## src/rtl/fht_stream_io.sv

```systemverilog
`default_nettype none
// ============================================================================
//  Module   : fht_stream_io
//  Purpose  : Streaming host-side front/back end for the FHT core. Loads one
//             frame of N = 4*2^A_BIT samples from a valid/ready stream into the
//             core's four RAM(A) banks, strobes start, waits out the transform
//             and streams the results back in natural order with a last flag.
//  Options  : FHT_IO_BITREV_EN - write sample k at point index bitrev(k).
//  Revision : 1.0 - initial release
// ============================================================================
module fht_stream_io #(
    parameter int D_BIT = 17,
    parameter int A_BIT = 8
) (
    input  logic               iCLK,
    input  logic               iRESET,
    input  logic [D_BIT-2:0]   iS_DATA,
    input  logic               iS_VALID,
    output logic               oS_READY,
    output logic [D_BIT-1:0]   oM_DATA,
    output logic               oM_VALID,
    input  logic               iM_READY,
    output logic               oM_LAST,
    output logic [D_BIT-2:0]   oFHT_DATA,
    output logic [A_BIT-1:0]   oFHT_ADDR_WR,
    output logic               oFHT_WE_0,
    output logic               oFHT_WE_1,
    output logic               oFHT_WE_2,
    output logic               oFHT_WE_3,
    output logic               oFHT_START,
    output logic [A_BIT-1:0]   oFHT_ADDR_RD_0,
    output logic [A_BIT-1:0]   oFHT_ADDR_RD_1,
    output logic [A_BIT-1:0]   oFHT_ADDR_RD_2,
    output logic [A_BIT-1:0]   oFHT_ADDR_RD_3,
    input  logic [D_BIT-1:0]   iFHT_DATA_0,
    input  logic [D_BIT-1:0]   iFHT_DATA_1,
    input  logic [D_BIT-1:0]   iFHT_DATA_2,
    input  logic [D_BIT-1:0]   iFHT_DATA_3,
    input  logic               iFHT_RDY,
    output logic               oBUSY
);

    localparam int              K_BIT  = A_BIT + 2;
    localparam logic [K_BIT-1:0] K_LAST = '1;

    typedef enum logic [2:0] {
        S_LOAD    = 3'd0,
        S_START   = 3'd1,
        S_WAIT_LO = 3'd2,
        S_WAIT_HI = 3'd3,
        S_UNLOAD  = 3'd4
    } state_t;

    state_t             state_q, state_d;
    logic               start_q, start_d;

    // Load path
    logic [K_BIT-1:0]   wr_cnt_q;
    logic [K_BIT-1:0]   w_wr_idx;
    logic [D_BIT-2:0]   wr_data_q;
    logic [A_BIT-1:0]   wr_addr_q;
    logic [3:0]         wr_we_q;
    logic               w_s_fire;

    // Unload path: read issue, one in-flight read, 2-entry output FIFO
    logic [K_BIT-1:0]   rd_cnt_q;
    logic               rd_all_q;
    logic               pend_q;
    logic [1:0]         pend_bank_q;
    logic               pend_last_q;
    logic [D_BIT-1:0]   fifo_data_q [0:1];
    logic               fifo_last_q [0:1];
    logic               fifo_wp_q, fifo_rp_q;
    logic [1:0]         fifo_cnt_q;
    logic [D_BIT-1:0]   w_rd_data;
    logic [2:0]         w_occ;
    logic               w_pop, w_issue, w_last_fire;

`ifdef FHT_IO_BITREV_EN
    for (genvar i = 0; i < K_BIT; i++) begin : g_bitrev
        assign w_wr_idx[i] = wr_cnt_q[K_BIT-1-i];
    end
`else
    assign w_wr_idx = wr_cnt_q;
`endif

    assign w_s_fire    = iS_VALID && (state_q == S_LOAD);
    assign w_pop       = oM_VALID && iM_READY;
    assign w_last_fire = w_pop && oM_LAST;
    // Occupancy after this cycle's pop; a new read may only be issued while
    // the FIFO is guaranteed a free slot when its data returns.
    assign w_occ       = {1'b0, fifo_cnt_q} + {2'b00, pend_q} - {2'b00, w_pop};
    assign w_issue     = (state_q == S_UNLOAD) && !rd_all_q && (w_occ < 3'd2);

    // Select the bank addressed by the read issued in the previous cycle
    always_comb begin
        w_rd_data = iFHT_DATA_0;
        case (pend_bank_q)
            2'd1:    w_rd_data = iFHT_DATA_1;
            2'd2:    w_rd_data = iFHT_DATA_2;
            2'd3:    w_rd_data = iFHT_DATA_3;
            default: w_rd_data = iFHT_DATA_0;
        endcase
    end

    // Frame sequencing: next state and start strobe request
    always_comb begin
        state_d = state_q;
        start_d = 1'b0;
        case (state_q)
            S_LOAD:    if (w_s_fire && (wr_cnt_q == K_LAST)) state_d = S_START;
            S_START: begin
                start_d = 1'b1;
                state_d = S_WAIT_LO;
            end
            S_WAIT_LO: if (!iFHT_RDY) state_d = S_WAIT_HI;
            S_WAIT_HI: if (iFHT_RDY)  state_d = S_UNLOAD;
            S_UNLOAD:  if (w_last_fire) state_d = S_LOAD;
            default:   state_d = S_LOAD;
        endcase
    end

    // State register and registered start strobe
    always_ff @(posedge iCLK or negedge iRESET) begin
        if (!iRESET) begin
            state_q <= S_LOAD;
            start_q <= 1'b0;
        end else begin
            state_q <= state_d;
            start_q <= start_d;
        end
    end

    // Register each accepted sample onto the core write port, one bank per beat
    always_ff @(posedge iCLK or negedge iRESET) begin
        if (!iRESET) begin
            wr_cnt_q  <= '0;
            wr_data_q <= '0;
            wr_addr_q <= '0;
            wr_we_q   <= '0;
        end else begin
            wr_we_q <= '0;
            if (w_s_fire) begin
                wr_data_q <= iS_DATA;
                wr_addr_q <= w_wr_idx[K_BIT-1:2];
                wr_we_q   <= 4'b0001 << w_wr_idx[1:0];
                wr_cnt_q  <= wr_cnt_q + 1'b1;
            end else if (w_last_fire) begin
                wr_cnt_q  <= '0;
            end
        end
    end

    // Issue reads in natural order and remember which bank/point is in flight
    always_ff @(posedge iCLK or negedge iRESET) begin
        if (!iRESET) begin
            rd_cnt_q    <= '0;
            rd_all_q    <= 1'b0;
            pend_q      <= 1'b0;
            pend_bank_q <= 2'd0;
            pend_last_q <= 1'b0;
        end else begin
            pend_q <= w_issue;
            if (w_issue) begin
                pend_bank_q <= rd_cnt_q[1:0];
                pend_last_q <= (rd_cnt_q == K_LAST);
                rd_cnt_q    <= rd_cnt_q + 1'b1;
                if (rd_cnt_q == K_LAST) rd_all_q <= 1'b1;
            end
            if ((state_q == S_WAIT_HI) && iFHT_RDY) begin
                rd_cnt_q <= '0;
                rd_all_q <= 1'b0;
            end
        end
    end

    // Output FIFO: push returning RAM data, pop on sink handshake
    always_ff @(posedge iCLK or negedge iRESET) begin
        if (!iRESET) begin
            for (int i = 0; i < 2; i++) begin
                fifo_data_q[i] <= '0;
                fifo_last_q[i] <= 1'b0;
            end
            fifo_wp_q  <= 1'b0;
            fifo_rp_q  <= 1'b0;
            fifo_cnt_q <= 2'd0;
        end else begin
            if (pend_q) begin
                fifo_data_q[fifo_wp_q] <= w_rd_data;
                fifo_last_q[fifo_wp_q] <= pend_last_q;
                fifo_wp_q              <= ~fifo_wp_q;
            end
            if (w_pop) fifo_rp_q <= ~fifo_rp_q;
            fifo_cnt_q <= fifo_cnt_q + {1'b0, pend_q} - {1'b0, w_pop};
        end
    end

    assign oS_READY       = (state_q == S_LOAD);
    assign oBUSY          = (state_q != S_LOAD);
    assign oM_VALID       = (fifo_cnt_q != 2'd0);
    assign oM_DATA        = fifo_data_q[fifo_rp_q];
    assign oM_LAST        = oM_VALID && fifo_last_q[fifo_rp_q];
    assign oFHT_DATA      = wr_data_q;
    assign oFHT_ADDR_WR   = wr_addr_q;
    assign oFHT_WE_0      = wr_we_q[0];
    assign oFHT_WE_1      = wr_we_q[1];
    assign oFHT_WE_2      = wr_we_q[2];
    assign oFHT_WE_3      = wr_we_q[3];
    assign oFHT_START     = start_q;
    assign oFHT_ADDR_RD_0 = rd_cnt_q[K_BIT-1:2];
    assign oFHT_ADDR_RD_1 = rd_cnt_q[K_BIT-1:2];
    assign oFHT_ADDR_RD_2 = rd_cnt_q[K_BIT-1:2];
    assign oFHT_ADDR_RD_3 = rd_cnt_q[K_BIT-1:2];

endmodule
`default_nettype wire

```

## config.mk

```make
export PLATFORM = sky130hd
export DESIGN_NAME = fht_stream_io
export DESIGN_NICKNAME = d
export VERILOG_FILES = /design/src/rtl/fht_stream_io.sv
export SDC_FILE = /design/constraint.sdc
export NUM_CORES = 1
export LEC_CHECK = 0
export ABC_AREA = 1
export CAP_MARGIN = 10
export CORE_UTILIZATION = 42
export DETAILED_ROUTE_END_ITERATION = 12
export MAX_ROUTING_LAYER = met4
export PLACE_DENSITY = 0.88
export SETUP_SLACK_MARGIN = 0.05
export SYNTH_ARGS = -nofsm -noshare
export SYNTH_HDL_FRONTEND = slang
export SYNTH_SLANG_ARGS = --single-unit
```

## constraint.sdc

```tcl
create_clock -name iCLK -period 2.23 [get_ports iCLK]
set_input_delay 0.223 -clock iCLK [delete_from_list [all_inputs] [get_ports iCLK]]
set_output_delay 0.223 -clock iCLK [all_outputs]
set_load 0.05 [all_outputs]
```

==> impl_results.md, run 1 <==
* Outcome: finished, violations left
* Violations in the final reports: setup timing
* Sequential cell area fraction in the yosys report at a little under half
* Worst-Margin Slew at 0.561 ns
* Sw Pwr at 2.29 mW
* Worst max-slew margin expressed relative to the limit at between 60% and 70%
* Mapped Cells at 650
* DP Worst Slack at -0.401 ns
* Post-synth EDFFs at 0
* Fraction of registers with async set or reset after synthesis at 100%
* Most used flip-flop cell after synthesis: sky130_fd_sc_hd__dfrtp_1
* Die Y-Extent at 112 um
* Buffers & Inverters on Critical Path at 6
* Final layout net count at 895
* Register bit total from synthesis at 97
* Leakage dissipation at between 3 and 4 nW
* Number of diodes added for antenna fixing at 0
* Maximum net fanout on the critical path at 10
* Count of cells along the worst register-to-register path at 15
* Clock insertion delay at the later pin of the skew report at roughly 0.34 ns
* Number of buffers added by the clock tree synthesis step at 9
* CTS H-tree depth at 3
* Setup Skew at between 0.01 and 0.015 ns
* Reg-to-reg endpoint: rd_cnt_q[4]$_DFFE_PN0P_
* Via count normalized by instance count at around 4.8
* Final worst-path cycle share at 105%
* Initial detailed-routing violation count at 136
* Final weighted congestion of routability-driven global placement at 0.807
* Max Cap Viol at 0
* Buffer type at the clock tree root: sky130_fd_sc_hd__clkbuf_16
* Data arrival, critical path at 2.61 ns
* Vias in the first global route at about 4400
* IO buf count at 170
* Register share of total power at roughly a third
* Io pins at between 150 and 200
* Number of antenna violations at the first check in global routing at 0
* Top-area cell type share of the netlist area at a little under half
* Total internal power at around 3.5 mW
* Filler cell count in the final layout at a little over 1000
* Slowest cell on crit path: sky130_fd_sc_hd__fa_1
* DRC violations left at 0
* Dpl hpwl at 9040 um
* Combinational share of power at 41.2%
* Setup repair after global routing missed its margin: yes
* Proportion of total power due to net switching at between 30 and 40%
* Area occupied by multi-input gates at 0.00219 sq mm
* Worst reg-to-reg setup slack at -0.12 ns
* Crit-path most repeated cell: sky130_fd_sc_hd__inv_2
* Number of rows in the core area at 39
* Worst hold path type: in -> async
* Post-synth net total at 747
* Area after DPL at a little under 0.007 sq mm
* Placeable core region at roughly 0.012 sq mm
* Post-Synthesis Cell Area at a little over 0.005 sq mm
* Area leader, netlist: sky130_fd_sc_hd__dfrtp_1
* Wirelength per Cell at roughly 13 um
* FF/Latch Area at ~0.0024 sq mm
* Die width at roughly 110 um
* Post-DRT Antenna Nets at 0
* First-pass GRT wire length at 20600 um
* Post-layout instance area at 0.00715 sq mm
* Die area at between 0.01 and 0.015 sq mm
* Area overhead of the layout relative to synthesis at 39.6%
* Starting Density at between 40% and 50%
* Distinct cells, synth at 38
* Worst EP required at 2.49 ns
* Largest net degree at the start of global routing at 75
* Count of final hold-check violations at 0
* Time the worst path needs with I/O delays and setup at ~2.4 ns
* Startpoint of the most critical register-to-register path: fifo_cnt_q[1]$_DFF_PN0_
* Leading post-synthesis cells by cell area: sky130_fd_sc_hd__dfrtp_1 47%, sky130_fd_sc_hd__nand2_1 20%, sky130_fd_sc_hd__buf_4 5.4%
* Layout cell share with drive strength beyond 1 at about an eighth
* Most common cell in the synthesized netlist: sky130_fd_sc_hd__nand2_1
* Top cells by instance count after synthesis: 278 x sky130_fd_sc_hd__nand2_1, 97 x sky130_fd_sc_hd__dfrtp_1, 47 x sky130_fd_sc_hd__o21ai_0
* Max-slew violations at 0
* Post-detailed-routing wire length at between 10000 and 15000 um
* Kind of critical path: reg -> reg
* Achievable clock frequency at approximately 430 MHz
* Critical path's largest stage delay at 0.49 ns
* Kind of cell with the highest combined delay on the critical path: adder cells
* CTS tree: yes
* Least setup slack across all paths after layout at -0.121 ns
* Crit. End Element: flop
* Number of warning messages in the yosys log at 0
* Portion of total power attributed to the clock network at between 20% and 30%
* VDD IR-drop max at between 0.3 and 0.4 mV
* Total via count in the routed design at around 4500
* Total clock sinks at 97
* CTS clk-pin slew, worst paths at around 0.070 ns
* Post-layout power at ~5.8 mW
* Crit path launch type: flop
* CTS Buffer Depth at 2
* Critical path cell sequence: inv_2 > nand2_8 > nand2_4 > inv_4 > ha_4 > inv_2 > ha_4 > fa_1 > inv_2 > nand3_2 > nor2_4 > buf_12 > buf_12 > nand3_2 > o21ai_1
* Total GRT Usage at a little over a fifth
* Synthesized area divided by synthesized cell count at slightly below 8 sq um
* Number of endpoints failing setup at the final stage at 14
* Detailed-routing iteration count for the pre-antenna-repair pass at 4
* Total gr overflow at 0
* Total power density per cell area at 809 mW/mm^2
metal layers:
metal / GRT usage (%) / vias to the layer above / part of all wire (%)
li1: - / 2305 / -
met1: 25.1 / 2066 / 43
met2: 35.8 / 128 / 49
met3: 4.10 / 13 / 6.0
met4: 5.96 / 0 / 1.4
met5: - / - / 0
power by group through the flow:
stage / combinational (mW) / clock (mW) / sequential (mW)
after global routing: 2.55 / 1.55 / 1.97
after global placement: 2.24 / 0 / 1.98
after floorplan: 1.22 / 0 / 2.18
after CTS: 2.36 / 1.48 / 1.96
final: 2.38 / 1.44 / 1.96
after detailed placement: 2.27 / 0 / 1.99
sequential cells by signal, summed over array words and instances, names as in the netlist, 2 cells and up:
signal / count
w_wr_idx: 10
fifo_cnt_q: 2
wr_we_q: 4
fifo_last_q: 2
fifo_data_q: 34
rd_cnt_q: 10
oFHT_ADDR_WR: 8
oFHT_DATA: 16
state_q: 3
pend_bank_q: 2
layout make-up:
class                   count  area share (%)
repair buffers            190            26.2
flip-flops and latches     97            34.0
clock buffers              10            3.20
clock inverters             6           0.665
multi-input cells         449            30.6
inverters                  51            2.78
well taps                 143            2.50
timing repair:
item	4_1_cts	5_1_grt
gates resized for setup	11	7
buffers inserted	3	3
hold buffers	1	0
pin swaps	7	1
setup endpoints to repair	15	17
endpoints found under the hold margin	23	0
cloned	0	0
worst max path at each step:
stage | cells past startpoint | start | end
3_3_place_gp | 13 | iM_READY | rd_cnt_q[2]$_DFFE_PN0P_
4_1_cts | 15 | fifo_cnt_q[1]$_DFF_PN0_ | rd_cnt_q[7]$_DFFE_PN0P_
6_report | 15 | fifo_cnt_q[1]$_DFF_PN0_ | rd_cnt_q[4]$_DFFE_PN0P_
3_5_place_dp | 13 | iM_READY | pend_bank_q[0]$_DFFE_PN0P_
2_1_floorplan | 14 | fifo_cnt_q[1]$_DFF_PN0_ | rd_cnt_q[9]$_DFFE_PN0P_
5_1_grt | 15 | fifo_cnt_q[1]$_DFF_PN0_ | rd_cnt_q[7]$_DFFE_PN0P_
logic make-up (layout without fill, tap and decap cells):
kind of cell / count (synthesis) / after routing / share of synthesized area (%)
flops: 97 / 97 / 47.4
buf+inv: 104 / 257 / 11.5
simple gates: 359 / 359 / 30.1
fa+ha+maj: 8 / 8 / 2.10
xor+xnor: 5 / 5 / 0.856
compound gates: 77 / 77 / 7.97
through the flow:
stage | hold slack, ns | TNS [ns] | utilization [%] | cells
CTS | 0.324 | -0.954 | 60.9 | 943
finish | 0.325 | -1.20 | 61.3 | 946
global placement | 0.145 | -4.24 | 57.8 | 923
global route | 0.354 | -2.98 | 61.3 | 946
detailed placement | 0.143 | -5.36 | 57.8 | 923
floorplan | -0.0726 | -0.924 | - | 650
layout by cell type (no fill, tap or decap), types with 2 or more instances in the layout:
cell type / n
sky130_fd_sc_hd__xnor2_1: 2
sky130_fd_sc_hd__xor2_1: 3
sky130_fd_sc_hd__buf_12: 5
sky130_fd_sc_hd__dlymetal6s2s_1: 2
sky130_fd_sc_hd__clkdlybuf4s50_1: 148
sky130_fd_sc_hd__inv_4: 3
sky130_fd_sc_hd__dfrtp_1: 97
sky130_fd_sc_hd__ha_1: 5
sky130_fd_sc_hd__nand4_1: 13
sky130_fd_sc_hd__o21ai_0: 41
sky130_fd_sc_hd__nor2_2: 3
sky130_fd_sc_hd__buf_4: 33
sky130_fd_sc_hd__inv_1: 38
sky130_fd_sc_hd__inv_6: 4
sky130_fd_sc_hd__o21ai_1: 15
sky130_fd_sc_hd__nand2_8: 2
sky130_fd_sc_hd__a21oi_1: 14
sky130_fd_sc_hd__inv_2: 9
sky130_fd_sc_hd__nor2_4: 5
sky130_fd_sc_hd__nand2_4: 3
sky130_fd_sc_hd__nand3_1: 26
sky130_fd_sc_hd__nand3_2: 6
sky130_fd_sc_hd__ha_4: 2
sky130_fd_sc_hd__nand2_1: 275
sky130_fd_sc_hd__nor2_1: 15
sky130_fd_sc_hd__nand2_2: 5
sky130_fd_sc_hd__clkbuf_16: 9
sky130_fd_sc_hd__o21ai_2: 3
Note: power is estimated with default switching activity, not from simulation.
==> inputs of run 2 (changes only) <==
==> constraint.sdc (replaced) <==
create_clock -name iCLK -period 1.9 [get_ports iCLK]
set_input_delay 0.19 -clock iCLK [delete_from_list [all_inputs] [get_ports iCLK]]
set_output_delay 0.19 -clock iCLK [all_outputs]
set_load 0.05 [all_outputs]
==> run 2 against run 1 <==
The flow still finishes with violations (setup timing). Total power up 26%. Register-to-register slack worse by 0.32 ns. Worst hold slack worse by 0.047 ns. Global-route usage up 0.25 points. Via count up 3.1%. Combinational power up 32%. Sequential cell count unchanged. Clock skew about the same. Setup slack worse by 0.32 ns. First-iteration DRC count up 9.6%. Maximum frequency up 0.49%. Core utilization up 1.4 points. Critical endpoint is now rd_cnt_q[7]$_DFFE_PN0P_. Highest routed layer unchanged.
==> impl_results.md, run 2 (synthesis gave the netlist of run 1 again) <==
* Outcome: finished, violations left
* Violations in the final reports: setup timing
* Worst hold path type: in -> async
* Total via count in the routed design at ~4700
* Leakage dissipation at approximately 3.6 nW
* Buffer type at the clock tree root: sky130_fd_sc_hd__clkbuf_16
* Number of antenna violations at the first check in global routing at 0
* Largest net degree at the start of global routing at 60
* Die width at between 100 and 150 um
* Initial detailed-routing violation count at about 150
* Final layout net count at 903
* Max-slew violations at 0
* Via count normalized by instance count at 4.88
* Die Y-Extent at approximately 110 um
* Kind of critical path: reg -> reg
* DP Worst Slack at -0.702 ns
* Count of cells along the worst register-to-register path at 14
* CTS H-tree depth at 3
* Crit. End Element: flop
* Buffers & Inverters on Critical Path at 5
* Setup repair after global routing missed its margin: yes
* Final worst-path cycle share at 123%
* First-pass GRT wire length at 21000 um
* Total negative slack at -5.53 ns
* Number of diodes added for antenna fixing at 0
* Number of rows in the core area at 39
* Io pins at 171
* Post-DRT Antenna Nets at 0
* Max Cap Viol at 0
* Post-layout power at between 7 and 8 mW
* Least setup slack across all paths after layout at -0.440 ns
* CTS Buffer Depth at 2
* Setup Skew at 0.0106 ns
* DRC violations left at 0
* Post-detailed-routing wire length at about 12000 um
* Worst reg-to-reg setup slack at -0.44 ns
* Slowest cell on crit path: sky130_fd_sc_hd__fa_2
* Number of endpoints failing setup at the final stage at 15
* IO buf count at 170
* Number of flip-flops under the largest register name at 34
* VDD IR-drop max at between 0.5 and 0.6 mV
* Leading cell type in the layout, fill and taps excluded: sky130_fd_sc_hd__nand2_1
* Dpl hpwl at roughly 9200 um
* Count of final hold-check violations at 0
* Kind of cell with the highest combined delay on the critical path: adder cells
* Critical path's largest stage delay at about 0.44 ns
* Worst max-slew margin expressed relative to the limit at between 60% and 70%
* Detailed-routing iteration count for the pre-antenna-repair pass at 4
* Data arrival, critical path at between 2 and 3 ns
* Wirelength per Cell at about 13 um
* Total power density per cell area at 998 mW/mm^2
* Register with the most flip-flops: fifo_data_q
* Starting Density at around 44%
* Number of buffers added by the clock tree synthesis step at 9
* Time the worst path needs with I/O delays and setup at roughly 2.3 ns
* Worst EP required at between 2 and 2.5 ns
* Total gr overflow at 0
* Die area at 0.0126 sq mm
* Achievable clock frequency at approximately 430 MHz
* Vias in the first global route at roughly 4500
* Startpoint of the most critical register-to-register path: fifo_cnt_q[1]$_DFF_PN0_
* Crit-path most repeated cell: sky130_fd_sc_hd__inv_2
* Area overhead of the layout relative to synthesis at 42.8%
* Maximum net fanout on the critical path at 6
* CTS tree: yes
* Post-layout instance count excluding filler cells at roughly 950
* Placed insts at around 930
* Number of stages on the worst setup path at 14
* Total GRT Usage at a little over a fifth
* Final weighted congestion of routability-driven global placement at 0.766
* Worst-Margin Slew at roughly 0.53 ns
* Critical path cell sequence: inv_2 > nand2_8 > nand2_4 > inv_4 > ha_4 > inv_2 > ha_4 > fa_2 > inv_2 > nand3_4 > nor2_4 > buf_4 > a21oi_1 > nor2_1
* Reg-to-reg endpoint: rd_cnt_q[7]$_DFFE_PN0P_
* CTS clk-pin slew, worst paths at ~0.07 ns
* Layout cell share with drive strength beyond 1 at between 10% and 20%
* Placeable core region at 0.0117 sq mm
* Total clock sinks at 97
* Commonest cells after routing, fill and taps aside: 270 x sky130_fd_sc_hd__nand2_1, 116 x sky130_fd_sc_hd__clkdlybuf4s50_1, 97 x sky130_fd_sc_hd__dfrtp_1
* Crit path launch type: flop
* Clock insertion delay at the later pin of the skew report at approximately 0.34 ns
run 2: worst max-delay path by stage:
| stage | startpoint | end |
|---|---|---|
| 4_1_cts | fifo_cnt_q[1]$_DFF_PN0_ | rd_cnt_q[2]$_DFFE_PN0P_ |
| 3_3_place_gp | iM_READY | rd_cnt_q[4]$_DFFE_PN0P_ |
| 6_report | fifo_cnt_q[1]$_DFF_PN0_ | rd_cnt_q[7]$_DFFE_PN0P_ |
| 3_5_place_dp | iM_READY | rd_cnt_q[2]$_DFFE_PN0P_ |
| 2_1_floorplan | fifo_cnt_q[1]$_DFF_PN0_ | rd_cnt_q[9]$_DFFE_PN0P_ |
| 5_1_grt | fifo_cnt_q[1]$_DFF_PN0_ | rd_cnt_q[7]$_DFFE_PN0P_ |
run 2: final cells by class:
class,instances,area (sq um)
Clock buffer,11,243
Clock inverter,5,63.8
Fill cell,1001,4350
Inverter,51,199
Multi-Input combinational cell,450,2220
Sequential cell,97,2430
Tap cell,143,179
Timing Repair Buffer,197,1980
run 2: repair_timing:
action,in CTS,in global routing
pin swaps,7,1
endpoints found under the hold margin,20,0
setup buffers,5,2
hold buffers,1,0
setup endpoints to repair,43,19
cloned,1,0
resized for setup,40,13
run 2: per-layer routing:
layer	GRT usage [%]	wire length (um)
met3	4.00	648
met2	36.4	6330
met1	25.1	5330
met4	6.58	178
met5	-	0
run 2: where the power goes:
group          switching, mW  total, mW  internal [mW]  leakage (nW)
Clock                  0.768       1.83           1.07         0.146
Sequential             0.104       2.31           2.21          1.10
Combinational           1.88       3.15           1.28          2.32
Total                   2.75       7.30           4.55          3.57
run 2: worst reg2reg max path, delay by kind of cell, from the launching register on:
family                   cells  cell delay (ns)
adder cells (fa/ha/maj)      3             0.83
AO/OA/AOI/OAI                1             0.05
AND/OR/NAND/NOR              5             0.56
flip-flops                   1             0.40
buffers and inverters        5             0.44
run 2: metrics by stage:
step                      area (sq um)  hold slack, ns  utilization (%)
after detailed placement          6870          0.0971             58.9
after CTS                         7250           0.291             62.2
after floorplan                   5150          -0.106                -
after global routing              7310           0.307             62.7
after global placement            6870          0.0954             58.9
final                             7310           0.278             62.7
==> inputs of run 3 (changes only) <==
--- a/config.mk
+++ b/config.mk
@@ -6,7 +6,7 @@
 export NUM_CORES = 1
 export LEC_CHECK = 0
 export ABC_AREA = 1
-export CAP_MARGIN = 10
+export CAP_MARGIN = 15
 export CORE_UTILIZATION = 42
 export DETAILED_ROUTE_END_ITERATION = 12
 export MAX_ROUTING_LAYER = met4
==> constraint.sdc (replaced) <==
create_clock -name iCLK -period 1.9 [get_ports iCLK]
set_input_delay 0.475 -clock iCLK [delete_from_list [all_inputs] [get_ports iCLK]]
set_output_delay 0.475 -clock iCLK [all_outputs]
set_load 0.05 [all_outputs]
==> run 3 against run 2 <==
The run still ends with setup timing left. Critical path depth is 1 higher. Count of clock-buffer cells in the layout is 1 lower. Setup slack worse by 0.014 ns. Sequential share of layout area is 1.5 points lower. Non-clock buffer count is 8 higher. Core utilization is 3.2 points higher. Total power is 4.7% higher. Critical endpoint unchanged. Maximum frequency is 0.60% lower.
==> impl_results.md, run 3 (synthesis gave the netlist of run 1 again) <==
* Outcome: finished, violations left
* Violations in the final reports: setup timing
* Total gr overflow at 0
* Detailed-routing iteration count for the pre-antenna-repair pass at 4
* Leading cell type in the layout, fill and taps excluded: sky130_fd_sc_hd__nand2_1
* Count of final hold-check violations at 0
* Placeable core region at ~0.012 sq mm
* Buffers & Inverters on Critical Path at 5
* Final worst-path cycle share at 124%
* Crit path launch type: flop
* Area after DPL at approximately 0.007 sq mm
* Die width at 112 um
* Setup repair after global routing missed its margin: yes
* Via count normalized by instance count at 4.88
* Dpl hpwl at between 9000 and 10000 um
* Buffer type at the clock tree root: sky130_fd_sc_hd__clkbuf_16
* Kind of critical path: reg -> reg
* Initial detailed-routing violation count at ~200
* Wirelength per Cell at approximately 14 um
* Number of antenna violations at the first check in global routing at 0
* Number of buffers added by the clock tree synthesis step at 9
* CTS hold repair buffers at 0
* Vias in the first global route at 4503
* First-pass GRT wire length at roughly 21000 um
* Final layout net count at around 900
* CTS clk-pin slew, worst paths at about 0.070 ns
* Io pins at between 150 and 200
* Largest net degree at the start of global routing at a little under 60
* Leakage dissipation at between 3 and 4 nW
* Post-detailed-routing wire length at 13300 um
* Crit-path most repeated cell: sky130_fd_sc_hd__inv_2
* Starting Density at a little over two fifths
* Clock insertion delay at the later pin of the skew report at approximately 0.34 ns
* Number of rows in the core area at 39
* Time the worst path needs with I/O delays and setup at about 2.4 ns
* Placed insts at roughly 930
* Maximum net fanout on the critical path at 6
* FF/Latch Area at about 0.0024 sq mm
* Commonest cells after routing, fill and taps aside: 267 x sky130_fd_sc_hd__nand2_1, 93 x sky130_fd_sc_hd__dfrtp_1, 86 x sky130_fd_sc_hd__clkdlybuf4s50_1
* CTS tree: yes
* IO buf count at 170
* Data arrival, critical path at ~2.6 ns
* Worst hold path type: in -> async
* Worst EP required at approximately 2.1 ns
* Worst-Margin Slew at ~0.46 ns
* Layout cell share with drive strength beyond 1 at around a quarter
* Post-layout instance count excluding filler cells at roughly 960
* Number of flip-flops under the largest register name at 34
* DP Worst Slack at -0.942 ns
* Critical path cell sequence: inv_2 > nand2_8 > nand2_4 > inv_2 > ha_4 > inv_2 > ha_4 > fa_1 > inv_2 > nand3_2 > nor2_4 > buf_12 > nand2_2 > o21ai_1 > nor2_1
* Die Y-Extent at 112 um
* DRC violations left at 0
* CTS Buffer Depth at 2
* Max Cap Viol at 0
* Final weighted congestion of routability-driven global placement at 0.801
* Post-layout instance area at 0.00768 sq mm
* Die area at 0.0126 sq mm
* Setup Skew at just under 0.008 ns
* CTS H-tree depth at 3
* Max-slew violations at 0
* Worst max-slew margin expressed relative to the limit at 69.0%
* VDD IR-drop max at between 0.5 and 0.6 mV
* Achievable clock frequency at approximately 420 MHz
* Number of diodes added for antenna fixing at 0
* Total via count in the routed design at about 4700
* Filler cell count in the final layout at between 900 and 1000
* Least setup slack across all paths after layout at -0.454 ns
* Total GRT Usage at around 22%
* Critical path's largest stage delay at slightly below 0.5 ns
* Register with the most flip-flops: fifo_data_q
* Area overhead of the layout relative to synthesis at 50.0%
* Number of endpoints failing setup at the final stage at 15
* Slowest cell on crit path: sky130_fd_sc_hd__fa_1
* Area occupied by multi-input gates at around 0.0023 sq mm
* Crit. End Element: flop
* Total clock sinks at between 90 and 100
* Post-DRT Antenna Nets at 0
* Kind of cell with the highest combined delay on the critical path: adder cells
* Total power density per cell area at approximately 1000 mW/mm^2
run 3: where the power goes:
| group | internal, mW | switching [mW] |
|---|---|---|
| combinational | 1.47 | 2.03 |
| sequential | 2.21 | 0.118 |
| clock | 1.03 | 0.788 |
| total | 4.70 | 2.94 |
run 3: routing by layer:
layer,wire [um],GRT usage [%],up-vias
met5,0,-,-
met3,760,4.21,20
met1,5450,25.9,2191
met2,6880,38.1,134
met4,234,6.67,0
li1,-,-,2346
run 3: through the flow:
stage                     hold slack, ns  utilization [%]  total power, mW  setup TNS [ns]
final                             0.0233             65.8             7.64           -5.99
after global routing              0.0320             65.8             7.95           -7.23
after CTS                         0.0203             64.5             7.41           -6.13
after detailed placement           0.388             60.4             5.42          -13.57
after global placement             0.388             60.4             5.37          -12.82
after floorplan                    0.179                -             4.08           -5.85
run 3: final timing paths:
check / startpoint / end / slack, ns / cells after the start
min in group iCLK: oFHT_DATA[4]$_DFFE_PN0P_ / oFHT_DATA[4]$_DFFE_PN0P_ / 0.47 / 2
worst min-delay path: iRESET / oFHT_DATA[13]$_DFFE_PN0P_ / 0.02 / 1
worst max register to register: fifo_cnt_q[1]$_DFF_PN0_ / rd_cnt_q[7]$_DFFE_PN0P_ / -0.45 / 15
worst min register to register: oFHT_DATA[4]$_DFFE_PN0P_ / oFHT_DATA[4]$_DFFE_PN0P_ / 0.47 / 2
max in group asynchronous: iRESET / state_q[0]$_DFFE_PN0P_ / 1.25 / 2
worst max-delay path: fifo_cnt_q[1]$_DFF_PN0_ / rd_cnt_q[7]$_DFFE_PN0P_ / -0.45 / 15
run 3: layout make-up:
| type | count | share of cell area (%) |
|---|---|---|
| Clock buffer | 10 | 2.98 |
| Clock inverter | 6 | 0.880 |
| Inverter | 51 | 2.59 |
| Multi-Input combinational cell | 449 | 30.6 |
| Sequential cell | 97 | 31.7 |
| Tap cell | 143 | 2.33 |
| Timing Repair Buffer | 205 | 29.0 |
run 3: timing repair:
item                                    in CTS  in global routing
endpoints found under the setup margin      18                 24
resized for setup                           28                 29
gates cloned                                 1                  2
hold endpoints to repair                     0                  0
pin swaps                                   10                 17
buffers inserted                             4                  6
